$ cat src/rtl/prince_inv_sbox_masked.sv
// prince_inv_sbox_masked: 3-share masked PRINCE inverse S-box, 4-rank pipeline with valid/ready and fresh-randomness handshake.
// Shares of every ANF monomial of S^-1 are built by non-complete threshold ANDs, then recombined share-wise.
module prince_inv_sbox_masked #(
  parameter int RAND_W    = 16,
  parameter bit ZERO_IDLE = 1'b1
) (
  input  logic              clk,
  input  logic              rst_i,
  input  logic              in_valid,
  output logic              in_ready,
  input  logic [3:0]        in1,
  input  logic [3:0]        in2,
  input  logic [3:0]        in3,
  input  logic [RAND_W-1:0] r,
  input  logic              rnd_valid,
  output logic              out_valid,
  input  logic              out_ready,
  output logic [3:0]        out1,
  output logic [3:0]        out2,
  output logic [3:0]        out3
);
  localparam logic [63:0] SINV = 64'h1CE5_046A_98DF_237B;

  function automatic logic [63:0] anf_of(input logic [63:0] t);
    logic [63:0] a;
    a = '0;
    for (int b = 0; b < 4; b++)
      for (int m = 0; m < 16; m++)
        for (int u = 0; u < 16; u++)
          if ((u & ~m) == 0) a[b*16+m] = a[b*16+m] ^ t[u*4+b];
    return a;
  endfunction

  // share i of the product never sees share i of either operand
  function automatic logic [2:0] ti_and(input logic [2:0] a, input logic [2:0] b);
    return {a[0] & b[0] ^ a[0] & b[1] ^ a[1] & b[0],
            a[2] & b[2] ^ a[0] & b[2] ^ a[2] & b[0],
            a[1] & b[1] ^ a[1] & b[2] ^ a[2] & b[1]};
  endfunction

  localparam logic [63:0] ANF = anf_of(SINV);
  localparam int PM [6] = '{3, 5, 9, 6, 10, 12};
  localparam int PA [6] = '{0, 0, 0, 1, 1, 2};
  localparam int PB [6] = '{1, 2, 3, 2, 3, 3};
  localparam int CM [4] = '{7, 11, 13, 14};
  localparam int CP [4] = '{0, 0, 1, 3};
  localparam int CX [4] = '{2, 3, 3, 3};

  logic       w_adv;
  logic [2:0] r_x0 [4];
  logic [2:0] r_x1 [4];
  logic [2:0] r_x2 [4];
  logic [2:0] r_q1 [6];
  logic [2:0] r_q2 [6];
  logic [2:0] r_c2 [4];
  logic [2:0] w_m  [16];
  logic [3:0] w_o  [3];
  logic [3:0] r_o  [3];
  logic       r_v0, r_v1, r_v2, r_v3;

  assign w_adv     = rst_i & rnd_valid & (out_ready | ~r_v3);
  assign in_ready  = w_adv;
  assign out_valid = r_v3;
  assign out1      = (ZERO_IDLE && !r_v3) ? 4'h0 : r_o[0];
  assign out2      = (ZERO_IDLE && !r_v3) ? 4'h0 : r_o[1];
  assign out3      = (ZERO_IDLE && !r_v3) ? 4'h0 : r_o[2];

  always_ff @(posedge clk or negedge rst_i) begin
    if (!rst_i) begin
      {r_v0, r_v1, r_v2, r_v3} <= '0;
      for (int b = 0; b < 4; b++) begin
        r_x0[b] <= '0;
        r_x1[b] <= '0;
        r_x2[b] <= '0;
        r_c2[b] <= '0;
      end
      for (int p = 0; p < 6; p++) begin
        r_q1[p] <= '0;
        r_q2[p] <= '0;
      end
      for (int s = 0; s < 3; s++) r_o[s] <= '0;
    end else if (w_adv) begin
      {r_v0, r_v1, r_v2, r_v3} <= {in_valid, r_v0, r_v1, r_v2};
      for (int b = 0; b < 4; b++) begin
        r_x0[b] <= {in3[b], in2[b], in1[b]};
        r_x1[b] <= r_x0[b] ^ {r[7], r[6] ^ r[7], r[6]};
        r_x2[b] <= r_x1[b];
      end
      for (int p = 0; p < 6; p++)
        r_q1[p] <= ti_and(r_x0[PA[p]], r_x0[PB[p]]) ^ {1'b0, r[p], r[p]};
      for (int p = 0; p < 4; p++) r_q2[p] <= r_q1[p] ^ {r[12+p], r[12+p], 1'b0};
      r_q2[4] <= r_q1[4];
      r_q2[5] <= r_q1[5];
      for (int k = 0; k < 4; k++)
        r_c2[k] <= ti_and(r_q1[CP[k]], r_x1[CX[k]]) ^ {1'b0, r[8+k], r[8+k]};
      for (int s = 0; s < 3; s++) r_o[s] <= w_o[s];
    end
  end

  // the constant monomial lives only in share 0
  always_comb begin
    for (int m = 0; m < 16; m++) w_m[m] = '0;
    w_m[0] = 3'b001;
    for (int b = 0; b < 4; b++) w_m[1 << b] = r_x2[b];
    for (int p = 0; p < 6; p++) w_m[PM[p]] = r_q2[p];
    for (int k = 0; k < 4; k++) w_m[CM[k]] = r_c2[k];
    for (int s = 0; s < 3; s++)
      for (int b = 0; b < 4; b++) begin
        w_o[s][b] = 1'b0;
        for (int m = 0; m < 16; m++) w_o[s][b] = w_o[s][b] ^ (ANF[b*16+m] & w_m[m][s]);
      end
  end
endmodule

$ cat config.mk
export PLATFORM = sky130hd
export DESIGN_NAME = prince_inv_sbox_masked
export DESIGN_NICKNAME = d
export VERILOG_FILES = /design/src/rtl/prince_inv_sbox_masked.sv
export SDC_FILE = /design/constraint.sdc
export NUM_CORES = 1
export LEC_CHECK = 0
export ABC_AREA = 1
export CELL_PAD_IN_SITES_DETAIL_PLACEMENT = 0
export CELL_PAD_IN_SITES_GLOBAL_PLACEMENT = 1
export CORE_MARGIN = 3
export CORE_UTILIZATION = 51
export CTS_CLUSTER_DIAMETER = 30
export DETAILED_ROUTE_END_ITERATION = 12
export DONT_BUFFER_PORTS = 1
export PLACE_DENSITY = 0.88
export REMOVE_ABC_BUFFERS = 1
export SLEW_MARGIN = 20
export SYNTH_ARGS = -nofsm -noshare
export SYNTH_HDL_FRONTEND = slang
export SYNTH_SLANG_ARGS = --single-unit
$ cat constraint.sdc
create_clock -name clk -period 2.3 [get_ports clk]
set_input_delay 0.69 -clock clk [delete_from_list [all_inputs] [get_ports clk]]
set_output_delay 0.69 -clock clk [all_outputs]
set_load 0.05 [all_outputs]
---- Word level (Yosys, flattened, before mapping) ----
Cells that the tools add are included.
storage, ports and cells
  register bits ........................... 94
  word-level logic and storage cells ...... 267
operators by class
  muxes and demuxes ....................... 3
  bitwise logic cells ..................... 231
operators with widths
  kind                                          number
  1-bit bitwise XOR                             127
  1-bit bitwise AND                             83
  3-bit by 2-bit bitwise XOR with 3-bit output  9
  3-bit bitwise XOR                             7
  4-bit 2-to-1 mux                              3
  1-bit NOT                                     4
  1-bit OR                                      1

---- Longest topological paths before layout ----
  word-level depth ........................ 9
  gate-level depth with buffers ........... 10
  gate-level depth less buffers ........... 10

---- Worst setup path before layout ----
OpenSTA, ideal clock, no wires.
  path type ............................... register -> output
  start ................................... register r_v3, in the netlist out_valid
  end ..................................... output out1[0]
  arrival time ............................ 1.415 ns
  slack ................................... 0.195 ns
  stages on the path, launching flop included .. 4
  required time ........................... 1.610 ns
  cell sequence ........................... dfrtp_1 clkbuf_1 nand2_1 inv_1
on the way
  longest elaborated chain between the ends .. 1
RTL lines
  what                    line  RTL
  from (decl)             59    logic r_v0, r_v1, r_v2, r_v3;
  from (signal assigned)  83    {r_v0, r_v1, r_v2, r_v3} <= {in_valid, r_v0, r_v1, r_v2};
  4-bit 2-to-1 mux        64    assign out1 = (ZERO_IDLE && !r_v3) ? 4'h0 : r_o[0];
  to (decl)               18    output logic [3:0] out1,
No other way between the ends.

---- Worst setup path in the final report ----
  start ................................... register r_v3, in the netlist out_valid
  end ..................................... output in_ready
on the way
  longest elaborated chain between the ends .. 3
RTL lines
  what               line  RTL
  1-bit NOT          61    assign w_adv = rst_i & rnd_valid & (out_ready | ~r_v3);
  1-bit OR           61
  1-bit bitwise AND  61
  to (decl)          10    output logic in_ready,
No other way between the ends.

==> impl_metrics.yaml <==
placement:
  placed_area_mm2: 0.00572
  dp_hpwl_um: 8620
  place.gp.congestion: 0.902
  port_buffers: 0
floorplan:
  core_mm2: 0.0104
  initial_utilization_pct: 52.5
  placementRows: 37
  ios: 47
  die-area_mm2: 0.0119
  die_y_um: 109
  die_w_um: 109
timing:
  rsz0062_at_grt: "false"
  timing.setup.tns_ns: 0
  tightest_slew_ns: 0.957
  setup_violations: 0
  final-hold-violation-count: 0
  drv_slew: 0
  skew_ns: 0.0104
  finalCritPeriodShare_pct: 92.2
  clock.fmax_mhz: 472
  holdWs_ns: 0.147
  min_period_ns: 2.12
  relSlewSlack_pct: 36.0
layout:
  fin_util_pct: 57.5
  antenna_cells: 0
  drive_above_1_share_pct: 5.11
  nNetsFinal: 771
  syn_to_final_growth_pct: 9.45
  final_cell_area_mm2: 0.00596
critical_path:
  path_class: "reg -> out"
  critical_path_required_ns: 1.61
  critPathMaxFanout: 26
  cp-startpoint: "out_valid"
  crit_path_start_kind: "flop"
  arrival_ns: 1.43
  crit_path_end_kind: "output pin"
  reg2reg_setup_slack_ns: 0.53
  worstReg2RegStart: "out_valid"
drt:
  drc_errors: 0
  num_vias: 4637
  vias_per_cell: 5.28
  post_drt_wl_per_cell_um: 14.1
  drtIter0Drc: 279
  wirelength_um: 12400
  drtPass1Iterations: 5
  ant_nets: 0
global_route:
  grt_pass1_vias: 4261
  grt_max_degree: 105
  grt.overflow.total: 0
  grt_pass1_wl_um: 20400
  grt_usage_pct: 22.1
  antenna_found_initial: 0
clock_tree:
  clk_pin_slew_worst_paths_ns: 0.09
  cts_buffers: 9
  clkLatencyLatePin_ns: 0.36
  cts_buffer_depth: 2
  cts_num_sinks: 94
  cts_tree: "done"
  h-tree-depth: 3
  post_cts_resized: 0
  ctsRootBufferMaster: "clkbuf_8"
synthesis:
  avgSynthCellArea_um2: 7.38
  synth.distinct_cells: 23
  synth_cells: 738
  syn_area_mm2: 0.00544
  synth_seq_area_share_pct: 43.2
  yosysWarningCount: 0
  ys_ff_latch: 94
power_and_ir_drop:
  power_density_mw_per_mm2: 1230
  peakVddDrop_mv: 0.437
  leakage_nw: 2.97
flow_run:
  maxCapViolations: 0
run_status:
  status: "finished clean"
hold_path:
  hold_class: "in -> async"
## worst paths after layout
| check | end | cells after the start |
|---|---|---|
| max in group asynchronous | r_q1[1] | 1 |
| max | in_ready | 2 |
| max reg2reg | r_x1[10] | 3 |
| min | r_q2[13] | 1 |
| min in group clk | r_x0[1] | 2 |
| min reg2reg | r_o[8] | 2 |
## flip-flops by register name (all words and copies together) (netlist names)
name / cells
out_valid: 1
r_c2: 12
r_o: 12
r_q1: 15
r_q2: 15
r_v0: 1
r_v1: 1
r_v2: 1
r_x0: 12
r_x1: 12
r_x2: 12
## final cells by class
class | count | area, um2
clock buffers | 10 | 128
fillers | 978 | 4410
multi-input cells | 523 | 2570
flip-flops and latches | 94 | 2350
inverters | 89 | 334
clock inverters | 6 | 46.3
well taps | 136 | 170
repair buffers | 21 | 355
## cells in the final DEF (no fill, tap or decap), types with 2 or more instances in the layout
cell type,synthesis,routed
clkinvlp_4,0,2
o21ai_0,113,113
dfrtp_1,94,94
xor2_1,32,32
clkbuf_8,0,9
nand3_1,78,78
inv_2,4,4
inv_1,85,85
xnor2_1,23,23
buf_12,0,15
o22ai_1,3,3
dlygate4sd3_1,0,4
o211ai_1,8,8
a22oi_1,2,2
nor2_1,7,7
o2111ai_1,4,4
inv_6,0,2
nand2_1,248,248
buf_4,10,2
## logic make-up (layout without fill, tap and decap cells)
| group | after synthesis | in the layout | share of synthesized area, % |
|---|---|---|---|
| buffers and inverters | 121 | 126 | 9.54 |
| flip-flops | 94 | 94 | 43.2 |
| AO/OA/AOI/OAI | 133 | 133 | 13.2 |
| AND/OR/NAND/NOR | 334 | 334 | 24.9 |
| XOR/XNOR | 56 | 56 | 9.15 |
## power by group
| group | total (W) | internal [W] | switching (W) |
|---|---|---|---|
| Combinational | 0.00346 | 0.00139 | 0.00207 |
| Clock | 0.00101 | 0.000401 | 0.000606 |
| Sequential | 0.00287 | 0.00225 | 0.000618 |
## cell usage after synthesis (all sizes together)
cell,count,area [um2]
a22oi,2,15.0
inv,89,334
clkbuf,6,23.8
o22ai,3,18.8
nand3,78,390
o2111ai,4,35.0
buf,26,161
nand2,248,931
dfrtp,94,2350
o211ai,8,60.1
o21ai,114,571
xor2,32,280
nor2,7,26.3
a21oi,2,21.3
xnor2,24,218
nand2b,1,6.26
## per-layer routing
layer  GRT usage, %  vias up  share of wire [%]  routed length (um)
met4           7.03        0                1.7                 211
met2           35.0      109                 46                5720
met3           4.23       13                4.9                 604
met5              0        -                  0                   0
met1           30.9     2164                 47                5850
li1               -     2351                  -                   -
## repair_timing
action / CTS / global route
setup endpoints to repair: 0 / 0
setup buffers: 0 / 0
hold buffers: 4 / 1
endpoints found under the hold margin: 15 / 30
## per-stage QoR
stage	setup slack (ns)	cells	power, W
2_1_floorplan	-1.37	706	0.00538
3_3_place_gp	0.337	858	0.00616
3_5_place_dp	0.318	858	0.00630
4_1_cts	0.156	878	0.00735
5_1_grt	0.0862	879	0.00806
6_report	0.180	879	0.00733
## worst max-delay path: stages (launching register included)
cell	delay, ns
dfrtp_1	0.50
a21oi_4	0.33
buf_12	0.23
Power figures use the tool's default switching activity.
